===== src/rtl/ppu_reg_read_port.sv =====
// CPU read side of the PPU registers: PPUSTATUS, OAMDATA, PPUDATA with read buffer,
// plus the decaying open-bus latch shared by every register access.
module ppu_reg_read_port #(
    parameter int DECAY_CYCLES = 3221591,
    parameter int DECAY_W      = 22
) (
    input  logic        clk,
    input  logic        rst_n,
    input  logic        cpu_rd_en,
    input  logic        cpu_wr_en,
    input  logic [2:0]  cpu_addr,
    input  logic [7:0]  cpu_wr_data,
    output logic [7:0]  cpu_rd_data,
    output logic        cpu_rd_valid,
    input  logic        vblank_set,
    input  logic        vblank_clr,
    input  logic        sprite0_hit,
    input  logic        sprite_overflow,
    input  logic [7:0]  oam_rd_data,
    input  logic [13:0] vram_addr,
    input  logic [5:0]  palette_data,
    output logic        write_toggle_clr,
    output logic        vram_addr_inc,
    output logic        vram_rd_req,
    output logic [13:0] vram_rd_addr,
    input  logic        vram_rd_ack,
    input  logic [7:0]  vram_rd_data
);

    localparam logic [DECAY_W-1:0] DECAY_LOAD = DECAY_W'(DECAY_CYCLES);
    localparam logic [DECAY_W-1:0] DECAY_ONE  = DECAY_W'(1);

    typedef enum logic {IDLE, FETCH} state_t;

    state_t       state_q, state_d;
    logic         vblank_q, vblank_d;
    logic [7:0]   buf_q, buf_d;
    logic [7:0]   ob_q, ob_d;
    logic [DECAY_W-1:0] decay_q, decay_d;
    logic [13:0]  fetch_addr_q, fetch_addr_d;
    logic [7:0]   rd_data_q, rd_data_d;
    logic         rd_valid_q, rd_valid_d;
    logic         wtc_q, wtc_d;
    logic         inc_q, inc_d;

    logic         rd_status, rd_ppudata, is_pal;
    logic [7:0]   ret_byte;

    assign rd_status  = cpu_rd_en && (cpu_addr == 3'd2);
    assign rd_ppudata = cpu_rd_en && (cpu_addr == 3'd7);
    assign is_pal     = (vram_addr >= 14'h3F00);

    // Byte the CPU sees; a vblank_set racing a status read is hidden from bit 7.
    always_comb begin
        ret_byte = ob_q;
        case (cpu_addr)
            3'd2:    ret_byte = {vblank_q & ~vblank_set, sprite0_hit, sprite_overflow, ob_q[4:0]};
            3'd4:    ret_byte = oam_rd_data;
            3'd7:    ret_byte = is_pal ? {ob_q[7:6], palette_data} : buf_q;
            default: ret_byte = ob_q;
        endcase
    end

    always_comb begin
        rd_valid_d = cpu_rd_en;
        rd_data_d  = cpu_rd_en ? ret_byte : 8'h00;
        wtc_d      = rd_status;
        inc_d      = rd_ppudata;

        vblank_d = vblank_q;
        if (rd_status)       vblank_d = 1'b0;
        else if (vblank_clr) vblank_d = 1'b0;
        else if (vblank_set) vblank_d = 1'b1;

        // Reads take priority over a simultaneous write for the open-bus refresh.
        ob_d    = ob_q;
        decay_d = decay_q;
        if (cpu_rd_en) begin
            ob_d    = ret_byte;
            decay_d = DECAY_LOAD;
        end else if (cpu_wr_en) begin
            ob_d    = cpu_wr_data;
            decay_d = DECAY_LOAD;
        end else if (decay_q != '0) begin
            decay_d = decay_q - DECAY_ONE;
            if (decay_q == DECAY_ONE) ob_d = 8'h00;
        end
    end

    // Fetch FSM: next state and the registers it owns.
    always_comb begin
        state_d      = state_q;
        fetch_addr_d = fetch_addr_q;
        buf_d        = buf_q;
        case (state_q)
            IDLE: begin
                if (rd_ppudata) begin
                    state_d      = FETCH;
                    fetch_addr_d = is_pal ? (vram_addr - 14'h1000) : vram_addr;
                end
            end
            FETCH: begin
                if (vram_rd_ack) begin
                    state_d = IDLE;
                    buf_d   = vram_rd_data;
                end
            end
            default: state_d = IDLE;
        endcase
    end

    always_comb begin
        vram_rd_req  = (state_q == FETCH);
        vram_rd_addr = fetch_addr_q;
    end

    always_ff @(posedge clk or negedge rst_n) begin
        if (!rst_n) begin
            state_q      <= IDLE;
            vblank_q     <= 1'b0;
            buf_q        <= 8'h00;
            ob_q         <= 8'h00;
            decay_q      <= '0;
            fetch_addr_q <= 14'h0000;
            rd_data_q    <= 8'h00;
            rd_valid_q   <= 1'b0;
            wtc_q        <= 1'b0;
            inc_q        <= 1'b0;
        end else begin
            state_q      <= state_d;
            vblank_q     <= vblank_d;
            buf_q        <= buf_d;
            ob_q         <= ob_d;
            decay_q      <= decay_d;
            fetch_addr_q <= fetch_addr_d;
            rd_data_q    <= rd_data_d;
            rd_valid_q   <= rd_valid_d;
            wtc_q        <= wtc_d;
            inc_q        <= inc_d;
        end
    end

    assign cpu_rd_data      = rd_data_q;
    assign cpu_rd_valid     = rd_valid_q;
    assign write_toggle_clr = wtc_q;
    assign vram_addr_inc    = inc_q;

endmodule


===== config.mk =====
export PLATFORM = sky130hd
export DESIGN_NAME = ppu_reg_read_port
export DESIGN_NICKNAME = d
export VERILOG_FILES = /design/src/rtl/ppu_reg_read_port.sv
export SDC_FILE = /design/constraint.sdc
export NUM_CORES = 1
export LEC_CHECK = 0
export CAP_MARGIN = 40
export CORE_UTILIZATION = 44
export CTS_CLUSTER_SIZE = 12
export DETAILED_ROUTE_END_ITERATION = 12
export HOLD_SLACK_MARGIN = 0.12
export PLACE_DENSITY = 0.81
export SYNTH_ARGS = -nofsm -noshare
export SYNTH_HDL_FRONTEND = slang
export SYNTH_SLANG_ARGS = --single-unit
export TNS_END_PERCENT = 20

===== constraint.sdc =====
create_clock -name clk -period 5.25 [get_ports clk]
set_clock_uncertainty 0.15 [all_clocks]
set_input_delay 1.05 -clock clk [delete_from_list [all_inputs] [get_ports clk]]
set_output_delay 1.05 -clock clk [all_outputs]
set_load 0.01 [all_outputs]

==> impl_metrics.toml <==
[floorplanning]
start_util = 0.464
pin_count = 82
coreArea_um2 = 6910
dieArea_um2 = 7620
die-height_um = 87.3
placementRows = 30
die_x_um = 87.3

[power_and_ir_drop]
p_per_area_nw_per_um2 = 341
irDropWorstVdd_mv = 0.163
p_leak_nw = 1.73
power_mw = 1.46

[critical_path]
r2r-end = "decay_q[11]"
ff2ff_setup_slack_ns = 2.67
path_cells = "clkdlybuf4s50_1 > ha_1 > and3_1 > nand3_1 > and3b_1 > a211oi_1 > a2bb2oi_1"
cp-start-kind = "input port"
startpoint = "vram_addr[12]"
crit_end = "ob_q[6]"
cp-end-kind = "flip-flop"
worst-setup-path-type = "in -> reg"
max_stage_delay_ns = 0.51
worstPathArrival_ns = 3.15
cp.required_ns = 5.37
cp_slowest_cell = "clkdlybuf4s50_1"
worstRegToRegCells = 5
r2r_start = "decay_q[6]"
path_max_fanout = 12

[outcome]
status = "completed"

[synth]
async_flop_share = 1.00
synth_enable_flop_cells = 0
synth_area_per_cell_um2 = 10.4
ys.flop_type = "dfrtp_1"
yosys.cell_types.count = 52
ys_ff_latch = 65
synth_seq_area_share = 0.508
ys_warn_count = 0
syn_nets = 366
syn_area_um2 = 3200
netlist_instances = 307

[route]
avgViaCountPerCell = 5.52
route.detailed.drc = 0
ant_nets = 0
drt-total-wl_um = 7690
drtIter0Drc = 260
drtPass1Iterations = 5
wl_per_cell_um = 15.8
via_count = 2687

[grt]
grt_pass1_vias = 2595
globalRouteTotalUtil = 0.218
antenna_found_initial = 0
grt_pass1_wl_um = 12600
grt_max_degree = 66
overflow = 0

[run]
max_cap_violations = 0

[clock_tree]
cts_hold_buf = 0
clkLatencyLatePin_ns = 0.34
clock_sinks = 65
cts_max_level = 3
cts_root_buf = "clkbuf_8"
cts_setup_buffers = 0
cts_made_buffers = 9
cts_buffer_depth = 2
path_clk_slew_ns = 0.07
cts_tree = "done"
cts-resized-gates = 0

[placed_design]
dp_hpwl_um = 5520
portBuffers = 81
place_area_um2 = 4090
place_ws_ns = 1.86
place_congestion = 0.862
place_inst = 472

[timing]
timing.fmax_mhz = 330
setup_ws_ns = 2.22
tightest_slew_ns = 0.799
relSlewSlack = 0.467
setup_viol = 0
finalCritPeriodShare = 0.576
period_minus_slack_ns = 3.03
rsz0062_at_grt = "false"
final_max_slew_viol_count = 0
fin_tns_setup_ns = 0
final_hold_viol_count = 0

[cells_and_area]
final_cells = 487
layout_commonest_cell = "clkdlybuf4s50_1"
fill_cells = 587
syn_to_final_growth_pct = 33.7
drive_gt1_frac = 0.110
fin_nets = 446
multi_input_area_um2 = 1490
diodes = 0
mostFrequentLayoutCells = "clkdlybuf4s50_1, dfrtp_1, nand2_1"
final-seq-area_um2 = 1630
final_area_um2 = 4280

[hold_path]
hp-class = "reg -> reg"
worst min-delay path by stage:
stage	from	end	depth (start not counted)
floorplan	buf_q[6]	buf_q[6]	1
global placement	ob_q[7]	ob_q[7]	1
detailed placement	vram_rd_addr[3]	vram_rd_addr[3]	1
CTS	vram_rd_addr[3]	vram_rd_addr[3]	1
global route	vram_rd_addr[8]	vram_rd_addr[8]	1
finish	vram_rd_addr[3]	vram_rd_addr[3]	1
layout make-up:
| type | instances | area share |
|---|---|---|
| clock buffers | 12 | 0.0362 |
| clock inverters | 3 | 0.00935 |
| inverters | 7 | 0.00613 |
| multi-input cells | 220 | 0.347 |
| flip-flops and latches | 65 | 0.380 |
| well taps | 96 | 0.0280 |
| repair buffers | 84 | 0.193 |
through the flow:
step	util	hold slack, ns
2_1_floorplan	-	0.322
3_3_place_gp	0.592	0.339
3_5_place_dp	0.592	0.344
4_1_cts	0.620	0.360
5_1_grt	0.620	0.382
6_report	0.620	0.360
logic make-up (layout without fill, tap and decap cells):
logic type,Yosys count,after routing,synth area share
compound gates,77,77,0.164
xor+xnor,10,10,0.0273
fa+ha+maj,3,3,0.0117
buf+inv,22,106,0.0281
flops,65,65,0.508
mux,27,27,0.0922
simple gates,103,103,0.168
cells in the mapped netlist, drive strengths merged (3+ instances only):
master	instances	area share
inv	7	0.0082
a21oi	18	0.028
buf	3	0.0059
xor2	4	0.011
dfrtp	65	0.51
nand2	29	0.034
nor2b	3	0.0059
nor3	8	0.013
o22a	9	0.025
mux2	20	0.070
xnor2	6	0.016
o21ai	15	0.023
clkbuf	12	0.014
or4	4	0.011
mux2i	7	0.022
nand2b	5	0.0098
ha	3	0.012
a311oi	3	0.0082
or3	8	0.016
nand3b	5	0.012
a21boi	6	0.014
o31ai	7	0.016
nor2	17	0.020
and3	4	0.0078
nand3	6	0.0094
nor4	4	0.0078
or2	3	0.0066
routing by layer:
| layer | up-vias | track usage | share of wire |
|---|---|---|---|
| met3 | 10 | 0.0341 | 0.054 |
| met5 | - | 0 | 0 |
| met4 | 0 | 0.107 | 0.019 |
| li1 | 1289 | - | - |
| met1 | 1313 | 0.308 | 0.44 |
| met2 | 75 | 0.327 | 0.48 |
state kept, by name (all words and copies together), names as in the netlist:
signal and flops:
buf_q 8, cpu_rd_data 8, cpu_rd_valid 1, decay_q 22, ob_q 8, vblank_q 1
vram_addr_inc 1, vram_rd_addr 14, vram_rd_req 1, write_toggle_clr 1
critical path: cells and delay by family:
kind                     cells  cell delay, ns
AND/OR/NAND/NOR              3            0.95
buffers and inverters        1            0.51
AO/OA/AOI/OAI                2            0.48
adder cells (fa/ha/maj)      1            0.15
power by group:
| group | leakage, nW | internal (mW) | switching [mW] | total, mW |
|---|---|---|---|---|
| clock | 0.102 | 0.241 | 0.182 | 0.423 |
| sequential | 0.783 | 0.603 | 0.0548 | 0.657 |
| combinational | 0.849 | 0.236 | 0.142 | 0.379 |
| total | 1.73 | 1.08 | 0.379 | 1.46 |
Power figures use the tool's default switching activity.
